$ cat src/rtl/exec_wb_unit_pkg.sv
`default_nettype none
// ============================================================================
//  Module      : exec_pkg
//  Description : Shared opcode and FSM state encodings for the execute /
//                writeback stage, plus carry-register and multiplier constants.
//  Contents    : op_e     - 4-bit opcode (values 11..15 are undefined ops)
//                state_e  - exec_wb_unit control states
//                CAR_REG  - regfile index that receives the carry / high byte
//                MUL_CYCLES - iterations of the sequential multiplier
//  Revision    : 1.0  initial release
// ============================================================================
package exec_pkg;

    typedef enum logic [3:0] {
        OP_ADD = 4'd0,
        OP_ADC = 4'd1,
        OP_SUB = 4'd2,
        OP_AND = 4'd3,
        OP_OR  = 4'd4,
        OP_XOR = 4'd5,
        OP_SHL = 4'd6,
        OP_SHR = 4'd7,
        OP_MUL = 4'd8,
        OP_CLR = 4'd9,
        OP_MOV = 4'd10
    } op_e;

    typedef enum logic [1:0] {
        ST_IDLE = 2'd0,
        ST_MUL  = 2'd1,
        ST_WB   = 2'd2
    } state_e;

    localparam int CAR_REG    = 12;
    localparam int MUL_CYCLES = 8;

endpackage : exec_pkg
`default_nettype wire

$ cat src/rtl/exec_wb_unit_if.sv
`default_nettype none
// ============================================================================
//  Module      : exec_wb_unit_if
//  Description : Issue and writeback bundle between the decoder, the
//                execute/writeback stage and the register file.
//  Signals     : start/op/dst_addr/rs_val/rt_val/car_val  - issue side
//                busy/done                                 - status
//                reg_write/reg_clear/rd_addr/rd_in         - regfile write port
//                car_write/car_in                          - carry register port
//  Modports    : master - issuer (drives operands, observes results)
//                slave  - exec_wb_unit
//  Revision    : 1.0  initial release
// ============================================================================
interface exec_wb_unit_if #(
    parameter int REG_WIDTH = 8,
    parameter int NUM_REGS  = 13
);
    import exec_pkg::*;

    localparam int ADDR_W = $clog2(NUM_REGS);

    logic                 start;
    op_e                  op;
    logic [ADDR_W-1:0]    dst_addr;
    logic [REG_WIDTH-1:0] rs_val;
    logic [REG_WIDTH-1:0] rt_val;
    logic [REG_WIDTH-1:0] car_val;

    logic                 busy;
    logic                 done;
    logic                 reg_write;
    logic                 reg_clear;
    logic [ADDR_W-1:0]    rd_addr;
    logic [REG_WIDTH-1:0] rd_in;
    logic                 car_write;
    logic [REG_WIDTH-1:0] car_in;

    modport master (
        output start, op, dst_addr, rs_val, rt_val, car_val,
        input  busy, done, reg_write, reg_clear, rd_addr, rd_in, car_write, car_in
    );

    modport slave (
        input  start, op, dst_addr, rs_val, rt_val, car_val,
        output busy, done, reg_write, reg_clear, rd_addr, rd_in, car_write, car_in
    );

endinterface : exec_wb_unit_if
`default_nettype wire

$ cat src/rtl/exec_wb_unit_mul8_seq.sv
`default_nettype none
// ============================================================================
//  Module      : mul8_seq
//  Description : Unsigned shift-add multiplier, one partial product per clock.
//                load latches a/b; WIDTH iterations follow. done is high
//                during the final iteration and product then carries the
//                completed result (the value about to be accumulated), so the
//                consumer can register it on the same edge.
//  Ports       : clk, rst_n (async active-low), load, a, b
//                busy (iterating), done, product[2*WIDTH-1:0]
//  Revision    : 1.0  initial release
// ============================================================================
module mul8_seq
    import exec_pkg::*;
#(
    parameter int WIDTH = MUL_CYCLES
) (
    input  wire logic                 clk,
    input  wire logic                 rst_n,
    input  wire logic                 load,
    input  wire logic [WIDTH-1:0]     a,
    input  wire logic [WIDTH-1:0]     b,
    output logic                      busy,
    output logic                      done,
    output logic [2*WIDTH-1:0]        product
);

    localparam int             CW     = $clog2(WIDTH);
    localparam logic [CW-1:0]  C_LAST = CW'(WIDTH - 1);

    logic [2*WIDTH-1:0] r_acc;
    logic [2*WIDTH-1:0] r_mcand;
    logic [WIDTH-1:0]   r_mplier;
    logic [CW-1:0]      r_cnt;
    logic               r_busy;

    logic [2*WIDTH-1:0] w_acc_nxt;

    assign w_acc_nxt = r_acc + (r_mplier[0] ? r_mcand : '0);

    always_ff @(posedge clk or negedge rst_n) begin
        if (!rst_n) begin
            r_acc    <= '0;
            r_mcand  <= '0;
            r_mplier <= '0;
            r_cnt    <= '0;
            r_busy   <= 1'b0;
        end else if (load) begin
            r_acc    <= '0;
            r_mcand  <= {{WIDTH{1'b0}}, a};
            r_mplier <= b;
            r_cnt    <= '0;
            r_busy   <= 1'b1;
        end else if (r_busy) begin
            r_acc    <= w_acc_nxt;
            r_mcand  <= {r_mcand[2*WIDTH-2:0], 1'b0};
            r_mplier <= {1'b0, r_mplier[WIDTH-1:1]};
            r_cnt    <= r_cnt + CW'(1);
            if (r_cnt == C_LAST) begin
                r_busy <= 1'b0;
            end
        end
    end

    assign busy    = r_busy;
    assign done    = r_busy && (r_cnt == C_LAST);
    assign product = w_acc_nxt;

endmodule : mul8_seq
`default_nettype wire

$ cat src/rtl/exec_wb_unit.sv
`default_nettype none
// ============================================================================
//  Module      : exec_wb_unit
//  Description : Execute/writeback stage feeding a 13x8 register file.
//                Single-cycle ALU ops write back one cycle after issue;
//                MUL runs on mul8_seq and writes back after 8 iterations,
//                low byte to rd and high byte to the carry register.
//                Every output is registered; strobes are only high in WB.
//  Ports       : clk, rst_n (async assert, active-low)
//                bus - exec_wb_unit_if.slave (issue, status, write ports)
//  Revision    : 1.0  initial release
// ============================================================================
module exec_wb_unit #(
    parameter int REG_WIDTH = 8,
    parameter int NUM_REGS  = 13
) (
    input  wire logic       clk,
    input  wire logic       rst_n,
    exec_wb_unit_if.slave   bus
);
    import exec_pkg::*;

    localparam int ADDR_W = $clog2(NUM_REGS);

    // Registered state and outputs
    state_e               r_state;
    logic                 r_busy;
    logic                 r_done;
    logic                 r_reg_write;
    logic                 r_reg_clear;
    logic                 r_car_write;
    logic [ADDR_W-1:0]    r_rd_addr;
    logic [REG_WIDTH-1:0] r_rd_in;
    logic [REG_WIDTH-1:0] r_car_in;

    // Next-state values
    state_e               w_state_nxt;
    logic                 w_busy_nxt;
    logic                 w_done_nxt;
    logic                 w_reg_write_nxt;
    logic                 w_reg_clear_nxt;
    logic                 w_car_write_nxt;
    logic [ADDR_W-1:0]    w_rd_addr_nxt;
    logic [REG_WIDTH-1:0] w_rd_in_nxt;
    logic [REG_WIDTH-1:0] w_car_in_nxt;

    // ALU and multiplier datapath
    logic                   w_cin;
    logic [REG_WIDTH:0]     w_sum;
    logic [REG_WIDTH:0]     w_diff;
    logic                   w_mul_load;
    logic                   w_mul_done;
    logic                   w_mul_busy_unused;
    logic [2*REG_WIDTH-1:0] w_mul_product;
    logic                   w_unused_car;

    // Only bit 0 of the carry register participates in arithmetic.
    assign w_cin        = bus.car_val[0];
    assign w_unused_car = ^bus.car_val[REG_WIDTH-1:1];

    assign w_sum  = {1'b0, bus.rs_val} + {1'b0, bus.rt_val}
                  + {{REG_WIDTH{1'b0}}, (bus.op == OP_ADC) ? w_cin : 1'b0};
    assign w_diff = {1'b0, bus.rs_val} - {1'b0, bus.rt_val};

    mul8_seq #(
        .WIDTH   (REG_WIDTH)
    ) u_mul (
        .clk     (clk),
        .rst_n   (rst_n),
        .load    (w_mul_load),
        .a       (bus.rs_val),
        .b       (bus.rt_val),
        .busy    (w_mul_busy_unused),
        .done    (w_mul_done),
        .product (w_mul_product)
    );

    always_ff @(posedge clk or negedge rst_n) begin
        if (!rst_n) begin
            r_state     <= ST_IDLE;
            r_busy      <= 1'b0;
            r_done      <= 1'b0;
            r_reg_write <= 1'b0;
            r_reg_clear <= 1'b0;
            r_car_write <= 1'b0;
            r_rd_addr   <= '0;
            r_rd_in     <= '0;
            r_car_in    <= '0;
        end else begin
            r_state     <= w_state_nxt;
            r_busy      <= w_busy_nxt;
            r_done      <= w_done_nxt;
            r_reg_write <= w_reg_write_nxt;
            r_reg_clear <= w_reg_clear_nxt;
            r_car_write <= w_car_write_nxt;
            r_rd_addr   <= w_rd_addr_nxt;
            r_rd_in     <= w_rd_in_nxt;
            r_car_in    <= w_car_in_nxt;
        end
    end

    // Results are computed straight from the issue inputs and registered on
    // the accepting edge, so capture of the operands and the writeback
    // register are the same flops for single-cycle ops.
    always_comb begin
        w_state_nxt     = r_state;
        w_busy_nxt      = r_busy;
        w_done_nxt      = 1'b0;
        w_reg_write_nxt = 1'b0;
        w_reg_clear_nxt = 1'b0;
        w_car_write_nxt = 1'b0;
        w_rd_addr_nxt   = r_rd_addr;
        w_rd_in_nxt     = r_rd_in;
        w_car_in_nxt    = r_car_in;
        w_mul_load      = 1'b0;

        case (r_state)
            ST_IDLE: begin
                if (bus.start) begin
                    w_busy_nxt    = 1'b1;
                    w_rd_addr_nxt = bus.dst_addr;
                    if (bus.op == OP_MUL) begin
                        w_state_nxt = ST_MUL;
                        w_mul_load  = 1'b1;
                    end else begin
                        w_state_nxt = ST_WB;
                        w_done_nxt  = 1'b1;
                        case (bus.op)
                            OP_ADD, OP_ADC: begin
                                w_reg_write_nxt = 1'b1;
                                w_car_write_nxt = 1'b1;
                                w_rd_in_nxt     = w_sum[REG_WIDTH-1:0];
                                w_car_in_nxt    = {{(REG_WIDTH-1){1'b0}}, w_sum[REG_WIDTH]};
                            end
                            OP_SUB: begin
                                w_reg_write_nxt = 1'b1;
                                w_car_write_nxt = 1'b1;
                                w_rd_in_nxt     = w_diff[REG_WIDTH-1:0];
                                w_car_in_nxt    = {{(REG_WIDTH-1){1'b0}}, w_diff[REG_WIDTH]};
                            end
                            OP_AND: begin
                                w_reg_write_nxt = 1'b1;
                                w_rd_in_nxt     = bus.rs_val & bus.rt_val;
                            end
                            OP_OR: begin
                                w_reg_write_nxt = 1'b1;
                                w_rd_in_nxt     = bus.rs_val | bus.rt_val;
                            end
                            OP_XOR: begin
                                w_reg_write_nxt = 1'b1;
                                w_rd_in_nxt     = bus.rs_val ^ bus.rt_val;
                            end
                            OP_SHL: begin
                                w_reg_write_nxt = 1'b1;
                                w_car_write_nxt = 1'b1;
                                w_rd_in_nxt     = {bus.rs_val[REG_WIDTH-2:0], w_cin};
                                w_car_in_nxt    = {{(REG_WIDTH-1){1'b0}}, bus.rs_val[REG_WIDTH-1]};
                            end
                            OP_SHR: begin
                                w_reg_write_nxt = 1'b1;
                                w_car_write_nxt = 1'b1;
                                w_rd_in_nxt     = {w_cin, bus.rs_val[REG_WIDTH-1:1]};
                                w_car_in_nxt    = {{(REG_WIDTH-1){1'b0}}, bus.rs_val[0]};
                            end
                            OP_CLR: begin
                                w_reg_write_nxt = 1'b1;
                                w_reg_clear_nxt = 1'b1;
                                w_rd_in_nxt     = '0;
                            end
                            OP_MOV: begin
                                w_reg_write_nxt = 1'b1;
                                w_rd_in_nxt     = bus.rs_val;
                            end
                            default: begin
                                // Undefined opcode: completes with done only.
                            end
                        endcase
                    end
                end
            end

            ST_MUL: begin
                if (w_mul_done) begin
                    w_state_nxt     = ST_WB;
                    w_done_nxt      = 1'b1;
                    w_reg_write_nxt = 1'b1;
                    w_car_write_nxt = 1'b1;
                    w_rd_in_nxt     = w_mul_product[REG_WIDTH-1:0];
                    w_car_in_nxt    = w_mul_product[2*REG_WIDTH-1:REG_WIDTH];
                end
            end

            ST_WB: begin
                // start is deliberately not sampled here.
                w_state_nxt = ST_IDLE;
                w_busy_nxt  = 1'b0;
            end

            default: begin
                w_state_nxt = ST_IDLE;
                w_busy_nxt  = 1'b0;
            end
        endcase
    end

    assign bus.busy      = r_busy;
    assign bus.done      = r_done;
    assign bus.reg_write = r_reg_write;
    assign bus.reg_clear = r_reg_clear;
    assign bus.car_write = r_car_write;
    assign bus.rd_addr   = r_rd_addr;
    assign bus.rd_in     = r_rd_in;
    assign bus.car_in    = r_car_in;

endmodule : exec_wb_unit
`default_nettype wire

$ cat src/flat_wrapper.sv
// flat-port wrapper written by rule: the top's interface ports become plain ports
module exec_wb_unit_flat import exec_pkg::*;
#(
    parameter int REG_WIDTH = 8,
    parameter int NUM_REGS  = 13
)
  (clk, rst_n, bus_start, bus_op, bus_dst_addr, bus_rs_val, bus_rt_val, bus_car_val, bus_busy, bus_done, bus_reg_write, bus_reg_clear, bus_rd_addr, bus_rd_in, bus_car_write, bus_car_in);
  exec_wb_unit_if #(.REG_WIDTH(REG_WIDTH), .NUM_REGS(NUM_REGS)) bus_i ();
  input  wire logic clk;
  input  wire logic rst_n;
  input wire logic [$bits(bus_i.start)-1:0] bus_start;
  input wire logic [$bits(bus_i.op)-1:0] bus_op;
  input wire logic [$bits(bus_i.dst_addr)-1:0] bus_dst_addr;
  input wire logic [$bits(bus_i.rs_val)-1:0] bus_rs_val;
  input wire logic [$bits(bus_i.rt_val)-1:0] bus_rt_val;
  input wire logic [$bits(bus_i.car_val)-1:0] bus_car_val;
  output wire logic [$bits(bus_i.busy)-1:0] bus_busy;
  output wire logic [$bits(bus_i.done)-1:0] bus_done;
  output wire logic [$bits(bus_i.reg_write)-1:0] bus_reg_write;
  output wire logic [$bits(bus_i.reg_clear)-1:0] bus_reg_clear;
  output wire logic [$bits(bus_i.rd_addr)-1:0] bus_rd_addr;
  output wire logic [$bits(bus_i.rd_in)-1:0] bus_rd_in;
  output wire logic [$bits(bus_i.car_write)-1:0] bus_car_write;
  output wire logic [$bits(bus_i.car_in)-1:0] bus_car_in;
  assign bus_i.start = bus_start;
  assign bus_i.op = bus_op;
  assign bus_i.dst_addr = bus_dst_addr;
  assign bus_i.rs_val = bus_rs_val;
  assign bus_i.rt_val = bus_rt_val;
  assign bus_i.car_val = bus_car_val;
  assign bus_busy = bus_i.busy;
  assign bus_done = bus_i.done;
  assign bus_reg_write = bus_i.reg_write;
  assign bus_reg_clear = bus_i.reg_clear;
  assign bus_rd_addr = bus_i.rd_addr;
  assign bus_rd_in = bus_i.rd_in;
  assign bus_car_write = bus_i.car_write;
  assign bus_car_in = bus_i.car_in;
  exec_wb_unit #(.REG_WIDTH(REG_WIDTH), .NUM_REGS(NUM_REGS)) u_core (.clk(clk), .rst_n(rst_n), .bus(bus_i));
endmodule
$ cat config.mk
export PLATFORM = sky130hd
export DESIGN_NAME = exec_wb_unit_flat
export DESIGN_NICKNAME = d
export VERILOG_FILES = /design/src/rtl/exec_wb_unit_pkg.sv /design/src/rtl/exec_wb_unit_if.sv /design/src/rtl/exec_wb_unit_mul8_seq.sv /design/src/rtl/exec_wb_unit.sv /design/src/flat_wrapper.sv
export SDC_FILE = /design/constraint.sdc
export NUM_CORES = 1
export LEC_CHECK = 0
export CAP_MARGIN = 25
export CORE_MARGIN = 4
export CORE_UTILIZATION = 41
export CTS_BUF_LIST = sky130_fd_sc_hd__clkbuf_4
export DETAILED_ROUTE_END_ITERATION = 6
export PLACE_DENSITY_LB_ADDON = 0.25
export SYNTH_ARGS = -nofsm -noshare
export SYNTH_HDL_FRONTEND = slang
export SYNTH_HIERARCHICAL = 1
export SYNTH_SLANG_ARGS = --single-unit
$ cat constraint.sdc
create_clock -name clk -period 2.5 [get_ports clk]
set_input_delay 0.25 -clock clk [delete_from_list [all_inputs] [get_ports clk]]
set_output_delay 0.25 -clock clk [all_outputs]
set_load 0.01 [all_outputs]
# == Word-level counts from Yosys, hierarchy flattened ==
# Index checks and enable logic that the tools add are counted.
# classes
bitwise_logic,4
eq_ne,17
n_addsub,5
reduce_logical,13
mux,48
# ops
operator,n
$mux 16,5
$pmux 8 s9,1
$mux 8,8
$pmux 8 s2,2
$pmux 8 s4,1
$mux 1,21
$add 16x16->16,1
$eq 4x3->1 const B,4
$eq 4x4->1 const B,3
$ne 10x10->1 const B,1
$reduce_and 5->1,2
$reduce_or 10->1,1
$add 8x8->9,1
$add 9x1->9,1
$sub 8x8->9,1
$and 8x8->8,1
$eq 4x2->1 const B,2
$or 8x8->8,1
$pmux 1 s2,4
$xor 8x8->8,1
$mux 2,3
$mux 3,2
$ne 2x2->1 const B,3
$reduce_and 2->1,3
other kinds (13),14
# word_totals
input_bits,35
register_bits,71
wordCells,101
out_inout_bits,25

# == Depth between registers and ports, before layout ==
# Gate-level depths: netlist of run 1.
# depth
depth_word,7
mapped_depth,11
depth_no_buf,10

# == Cells and area by module ==
# The synthesis of run 1 kept the hierarchy.
# modules_own_cells
mod,seq_area_each_um2,cells_each,n_inst,area_each_um2
mul8_seq,1101.1,322,1,2955.3
exec_wb_unit,675.6,324,1,2660.1

# == Least setup slack after synthesis of run 1 ==
# Ideal clock, no wire load.
# synth_timing
path_type,in2reg
from,in bus_op[1]
to,"reg u_core.r_rd_in[6], in the netlist u_core/bus.rd_in[6]"
slack_ps,73
setup_ps,130
path_stages,11
n_path_buf,1
required_time_ps,2370
arrival_ps,2297
path_cell_list,buf_6 > and2b_1 > nand3_1 > fa_1 > fa_1 > nor2b_1 > o21a_1 > o211ai_1 > a32o_1 > nor3_1 > nor3_1
# synth_between
elab_chain_len,7
elab_cells_between_ends,21
classes_between,add/sub (1); eq/ne (12); mux (5); reduce/logical (3)
# synth_rtl
item,line,rtl
"start, declared",flat_wrapper.sv:12,input wire logic [$bits(bus_i.op)-1:0] bus_op;
$eq 4x1->1,"exec_wb_unit.sv:62, exec_wb_unit.sv:128",
$mux 1,exec_wb_unit.sv:62,"+ {{REG_WIDTH{1'b0}}, (bus.op == OP_ADC) ? w_cin : 1'b0};"
$add 9x1->9,exec_wb_unit.sv:62,
$pmux 8 s9,exec_wb_unit.sv:128,case (bus.op)
$mux 8,exec_wb_unit.sv:122,if (bus.op == OP_MUL) begin
$mux 8,exec_wb_unit.sv:119,if (bus.start) begin
$pmux 8 s2,exec_wb_unit.sv:117,case (r_state)
"end signal, assigned",exec_wb_unit.sv:97,r_rd_in <= w_rd_in_nxt;
"end, declared",exec_wb_unit.sv:33,logic [REG_WIDTH-1:0] r_rd_in;
# Parallel ways exist; a longest one is shown, timed or not. The select of a mux whose other input is x is not followed.
# A chain may end at the register's enable or synchronous reset.

# == Final worst setup path of run 1 ==
# Same ends and word-level chain as after synthesis.

==> results.md, run 1 <==
- Critical-path maximum fanout: 3
- Buf+Inv Stages, Crit Path: 1
- Register area share after synthesis: 31.6%
- Inst Count DP: 909
- Pin count of the biggest net entering global routing: 72
- Final Hold Vio Count: 0
- DR vias/cell: 5.65
- Clock Skew: 21.6 ps
- Synth top area share: 31.6%
- Clk sinks: 71
- Worst hold start: bus_dst_addr[3]
- Setup crit end kind: register
- Post-synth EDFFs: 0
- Mapped Nets: 726
- Clock Latency Late Sink: 470 ps
- Comb pwr share: 50.2%
- Switching Fraction: 41.2%
- Slew Limit Headroom: 62.5%
- Top cells by area, synth: dfrtp_1 32%, ha_1 9.1%, mux2i_1 5.9%, nand2_1 5.3%, a21oi_1 3.7%
- Total core area: 13300 um^2
- Status: finished clean
- Fin area: 7020 um^2
- CP top delay family: adder cells
- # fillers: 1308
- CTS Root Cell: clkbuf_4
- Layout Area Growth over Synthesis: 25.1%
- Overflow after GRT: 0
- Tmin final: 2460 ps
- Avg Cell Area, Syn: 8.69 um^2
- CP cell instances: clkdlybuf4s50_1, and2b_1, nand3_1, fa_1, fa_1, nor2b_1, o21a_1, o211ai_1, a32o_1, nor3_1, nor3_1
- Fin Setup TNS: 0 ps
- Sequential power share: 36.1%
- Seq cells post-synth: 71
- Post-DP HPWL: 12.9 mm
- Internal power: 2.83 mW
- Crit Reg-Reg Endpoint: u_core/bus.rd_in[7]
- Post-route ant nets: 0
- Sw Pwr: 1.98 mW
- Syn Inst Count: 646
- IO Count: 60
- First-pass GRT wire length: 27.3 mm
- Critical R2R Launch: u_core/u_mul/r_mplier[0]
- R2R depth: 10
- Initial antenna violation count: 0
- Die Wd: 125 um
- Unrepaired setup endpoints after global routing: true
- MaxCap Viol Count: 0
- FF-to-FF setup slack: 100 ps
- Vias in the first global route: 5230
- Max incr delay on CP: 440 ps
- Total CTS buffers: 9
- Detailed Route Iter0 Violations: 291
- Pre-CTS setup slack: -407 ps
- GPL Wtd Cong: 0.924
- Height of the chip: 125 um
- Worst Path Required: 2860 ps
- Core Util, Final: 52.6%
- Commonest non-fill, non-tap cell in the layout: nand2_1
- CTS clk-pin slew, worst paths: 140 ps
- Post-Place Cell Area: 6750 um^2
- Async SR Flop Fraction: 100%
- H-tree depth: 3
- Count of cell types in the netlist: 79
- Hold/Removal Path Class: in2reg
- Fin. max-slew vios: 0
- Die area: 15600 um^2
- Prevailing post-synth register cell: dfrtp_1
- Final Cycle Share: 98.3%
- Maximum VDD drop: 0.302 mV
- Final wirelength: 16.9 mm
- Total Power: 4.81 mW
- Via count: 5236
- # diodes: 0
- Hold Crit Endpoint: u_core/bus.rd_addr[3]
- Drt pass-1 iters: 4
- CP Launch Type: primary input
- Final setup viols: 0
- Routed len/inst: 18.2 um
- Total track usage: 21.6%
- Post-synth top area cell: dfrtp_1
- Hold Crit Depth: 3
- Synth warnings: 6
- Cell Rows: 42
- Setup CP Type: in2reg
- Final nets: 826
- Commonest non-fill, non-tap cells in the layout: 80 x nand2_1, 74 x buf_4, 69 x dfrtp_1
- Slowest cell on crit path: fa_1
- Synthesized cell area: 5620 um^2
- Fraction of layout cells with a size suffix above 1: 18.6%
- Pwr per Cell Area: 685 nW/um^2
- Achievable frequency: 407 MHz
- Crit path DAT: 2820 ps
- # port buffers: 52
- Worst hold slack: 306 ps
- Post-route insts no fill: 927
- Leak pwr: 3.16 nW
- Worst-Margin Slew: 563 ps
- Starting Density: 42.1%
- # DRC: 0
- Clock Power Share: 13.7%
- PnR worst setup slack: 43.1 ps
- Clock tree buffer depth: 2
- CTS tree: yes
## worst min-delay path, delay by kind of cell
family | cells | cell delay (ps)
AND/OR/NAND/NOR | 2 | 100
buffers and inverters | 1 | 400
## metal layers
layer	GRT usage [%]	wire length (um)	vias up
met3	4.56	790	23
met4	6.76	356	0
li1	-	-	2525
met5	0	0	-
met1	27.6	7350	2534
met2	36.6	8370	154
## cell families (layout without fill, tap and decap cells)
family | Yosys count | count (layout) | share of synthesized area (%)
multiplexers | 37 | 37 | 7.55
buffers and inverters | 78 | 183 | 6.33
AND/OR/NAND/NOR | 209 | 209 | 18.1
AO/OA/AOI/OAI | 189 | 189 | 23.2
XOR/XNOR | 17 | 17 | 2.65
adder cells (fa/ha/maj) | 45 | 45 | 10.6
flip-flops | 71 | 71 | 31.6
## timing repair
action	4_1_cts	5_1_grt
setup buffers	1	0
endpoints found under the setup margin	7	16
hold buffers	1	0
hold endpoints to repair	71	0
cloned	0	0
pin swaps	2	10
resized for setup	9	20
## power by group through the flow
stage	logic, mW	clock network [mW]	registers, mW
floorplan	1.45	0	1.71
global placement	2.23	0	1.74
detailed placement	2.29	0	1.75
CTS	2.35	0.693	1.73
global route	2.64	0.746	1.78
finish	2.41	0.659	1.74
## state kept, by name, summed over array words and instances (netlist names)
signal,flops
u_core/u_mul/r_acc,16
u_core/u_mul/r_mcand,16
u_core/bus.car_in,8
u_core/bus.rd_in,8
u_core/u_mul/r_mplier,8
u_core/bus.rd_addr,4
u_core/u_mul/r_cnt,3
u_core/r_state,2
u_core/bus.busy,1
u_core/bus.car_write,1
u_core/bus.done,1
u_core/bus.reg_clear,1
u_core/bus.reg_write,1
u_core/u_mul/busy,1
## final cells by class
cell class	instances	area (um^2)	share of cell area, %
multi-input cells	497	3630	51.7
well taps	176	220	3.14
flip-flops and latches	71	1780	25.3
clock inverters	7	46.3	0.659
inverters	37	139	1.98
repair buffers	130	1140	16.2
clock buffers	9	67.6	0.962
## worst max path at each step
stage	startpoint	endpoint	slack, ps	cells past startpoint
6_report	bus_op[1]	u_core/bus.rd_in[6]	40	11
5_1_grt	u_core/u_mul/r_mplier[0]	u_core/bus.rd_in[7]	-20	10
4_1_cts	u_core/u_mul/r_mplier[0]	u_core/u_mul/r_acc[11]	20	9
3_5_place_dp	bus_op[1]	u_core/bus.rd_in[6]	-410	11
3_3_place_gp	bus_op[1]	u_core/bus.rd_in[6]	-390	11
2_1_floorplan	bus_op[1]	u_core/bus.rd_in[6]	70	11
## Yosys cell counts (10+ instances only)
library cell,count
a21o_1,10
a21oi_1,41
and2_1,20
buf_2,19
clkbuf_1,12
dfrtp_1,71
ha_1,41
inv_1,35
mux2i_1,33
nand2_1,80
nand3_1,17
nor2_1,33
nor3_1,16
o21ai_0,36
o21ai_1,13
xnor2_1,10
Power figures use the tool's default switching activity.
==> run 2, diff against run 1 <==
--- a/config.mk
+++ b/config.mk
@@ -13,5 +13,4 @@
 export PLACE_DENSITY_LB_ADDON = 0.25
 export SYNTH_ARGS = -nofsm -noshare
 export SYNTH_HDL_FRONTEND = slang
-export SYNTH_HIERARCHICAL = 1
 export SYNTH_SLANG_ARGS = --single-unit
==> run 2 against run 1 <==
Clock power grew 15%; global-route usage shrank 0.43 points; clock skew shrank 1.6 ps; hold slack gained 16 ps; via count shrank 8.3%; synthesized cell count shrank 9.0%; total power grew 30%; wire length shrank 8.8%; critical path type is now reg2reg; critical endpoint is now u_core.bus.car_in[0]; largest cell class unchanged.
==> results.md, run 2 <==
- Status: finished clean
- Clock tree buffer depth: 2
- Hold/Removal Path Class: in2async
- Die Wd: 121 um
- Setup CP Type: reg2reg
- Overflow after GRT: 0
- CTS clk-pin slew, worst paths: 130 ps
- # diodes: 0
- Pin count of the biggest net entering global routing: 40
- Total track usage: 21.1%
- Largest registers: u_core.u_mul.r_acc (16), u_core.u_mul.r_mcand (16)
- Grt peak-use layer: met2
- Crit Reg-Reg Endpoint: u_core.bus.car_in[0]
- Slowest cell on crit path: dfrtp_2
- Achievable frequency: 406 MHz
- Post-route ant nets: 0
- Worst setup path startpoint: u_core.u_mul.r_mplier[0]
- # port buffers: 52
- Final Hold Vio Count: 0
- Synthesized cell area: 5220 um^2
- Die area: 14600 um^2
- Inst Count DP: 854
- Commonest non-fill, non-tap cells in the layout: 74 x buf_4, 69 x dfrtp_1, 58 x nand2_1
- Routed len/inst: 17.6 um
- Vias in the first global route: 4659
- Commonest non-fill, non-tap cell in the layout: buf_4
- MaxCap Viol Count: 0
- Register area share after synthesis: 34.1%
- Post-route insts no fill: 876
- Crit path DAT: 2800 ps
- Detailed Route Iter0 Violations: 440
- DR vias/cell: 5.48
- Critical R2R Launch: u_core.u_mul.r_mplier[0]
- Setup crit end kind: register
- Final Cycle Share: 98.5%
- Fin. max-slew vios: 0
- Final nets: 783
- M2 GR Usage: 33.2%
- CP Launch Type: register
- Crit path to: u_core.bus.car_in[0]
- Post-DP HPWL: 11.8 mm
- # fillers: 1168
- Final wirelength: 15.4 mm
- CTS Root Cell: clkbuf_4
- Clock Latency Late Sink: 460 ps
- Drt pass-1 iters: 5
- Total CTS buffers: 9
- Pwr per Cell Area: 922 nW/um^2
- Post-synth top area cell: dfrtp_1
- GPL Wtd Cong: 0.944
- Slew Limit Headroom: 56.1%
- Via count: 4802
- Worst Path Required: 2840 ps
- Count of cell types in the netlist: 66
- Maximum VDD drop: 0.402 mV
- Worst hold slack: 323 ps
- Avg Cell Area, Syn: 8.87 um^2
- Clock Skew: 20.1 ps
- Post-synth EDFFs: 0
- Mapped Nets: 668
- CP cell instances: buf_2, and2_1, ha_1, a21oi_2, nand2_1, a21boi_0, xor2_1, nor2_1, a211o_1
- CTS tree: yes
- Total core area: 12200 um^2
- Syn Inst Count: 588
- R2R depth: 9
- Fraction of layout cells with a size suffix above 1: 20.6%
- IO Count: 60
- Async SR Flop Fraction: 100%
- Layout Area Growth over Synthesis: 30.0%
- Leak pwr: 3.05 nW
- Commonest cells in the netlist: 71 x dfrtp_1, 59 x nand2_1, 53 x nor2_1, 53 x o21ai_0, 41 x ha_1
- Cell Rows: 40
- Initial antenna violation count: 0
- Top-count cell post-synth: dfrtp_1
- Worst-Margin Slew: 641 ps
- Prevailing post-synth register cell: dfrtp_1
- Top cells by area, synth: dfrtp_1 34%, ha_1 9.8%, mux2i_1 6.9%, o21ai_0 5.1%, nand2_1 4.2%
- Final setup viols: 0
- Met3 Resource Use GR: 4.07%
- Height of the chip: 121 um
- Tmin final: 2460 ps
- # DRC: 0
- Synth warnings: 0
- Synth top area share: 34.1%
- Critical-path maximum fanout: 6
- Max incr delay on CP: 490 ps
- FF-to-FF setup slack: 40 ps
- H-tree depth: 3
- Clk sinks: 71
- Seq cells post-synth: 71
- Met1 GRT Util: 29.0%
- First-pass GRT wire length: 24.3 mm
- Starting Density: 42.7%
-- run 2: cell types whose count changed after synthesis, moves of 5 or more --
cell,delta
nand3b_1,-5
nor2b_1,+7
nor3_1,-7
nand2b_1,+7
mux2_2,+5
nor2_1,+20
buf_2,-11
o21ai_0,+17
o21ai_1,-12
nand2_1,-21
a21oi_1,-15
nand3_1,-6
-- run 2: per-stage QoR --
| step | area [um^2] | setup TNS, ps | setup WS [ps] | util, % | total power, mW |
|---|---|---|---|---|---|
| 3_3_place_gp | 6400 | -1140 | -248 | 52.4 | 4.99 |
| 2_1_floorplan | 5220 | 0 | 48.5 | - | 3.92 |
| 5_1_grt | 6780 | -140 | -41.4 | 55.5 | 6.72 |
| 3_5_place_dp | 6400 | -1660 | -361 | 52.4 | 5.08 |
| 4_1_cts | 6570 | -11.8 | -5.86 | 53.8 | 5.88 |
| 6_report | 6780 | 0 | 36.5 | 55.5 | 6.25 |
-- run 2: worst max-delay path, delay by kind of cell (launching register included) --
| family | cells | cell delay, ps |
|---|---|---|
| adder cells (fa/ha/maj) | 1 | 370 |
| AO/OA/AOI/OAI | 3 | 670 |
| XOR/XNOR | 1 | 290 |
| flip-flops | 1 | 490 |
| buffers and inverters | 1 | 190 |
| AND/OR/NAND/NOR | 3 | 320 |
-- run 2: per-layer routing --
layer / part of all wire [%] / up-vias
met1: 46 / 2320
met2: 47 / 151
met4: 2.8 / 0
met3: 4.5 / 30
li1: - / 2301
met5: 0 / -
-- run 2: kinds of logic (layout without fill, tap and decap cells) --
group	after synthesis	in the layout	synth area share, %
simple gates	195	195	18.6
xor+xnor	18	18	3.02
compound gates	155	155	19.3
fa+ha+maj	45	45	11.4
buf+inv	62	182	5.23
mux	42	42	8.42
flops	71	71	34.1
-- run 2: layout make-up --
cell class,count,area (um^2),share of cell area [%]
Multi-Input combinational cell,455,3350,49.4
Sequential cell,71,1780,26.2
Timing Repair Buffer,134,1180,17.4
Tap cell,168,210,3.10
Inverter,32,120,1.77
Clock buffer,10,75.1,1.11
Clock inverter,6,62.6,0.923
-- run 2: worst min path at each step --
stage / startpoint / end / slack, ps
2_1_floorplan: rst_n / u_core.bus.busy / -50
3_3_place_gp: rst_n / u_core.u_mul.r_acc[14] / 260
3_5_place_dp: rst_n / u_core.u_mul.r_acc[14] / 280
4_1_cts: rst_n / u_core.bus.car_in[7] / 310
5_1_grt: rst_n / u_core.bus.car_in[7] / 330
6_report: rst_n / u_core.bus.car_in[7] / 320
-- run 2: report_power, final --
| part | switching, mW | internal (mW) | total (mW) |
|---|---|---|---|
| Clock | 0.446 | 0.312 | 0.758 |
| Combinational | 1.86 | 1.72 | 3.57 |
| Sequential | 0.346 | 1.57 | 1.92 |
| Total | 2.65 | 3.60 | 6.25 |
-- run 2: what timing repair did --
action,4_1_cts,5_1_grt
resized for setup,4,37
pin swaps,3,12
endpoints found under the setup margin,4,18
hold buffers,1,0
buffers inserted,0,4
gates cloned,0,1
endpoints found under the hold margin,20,0
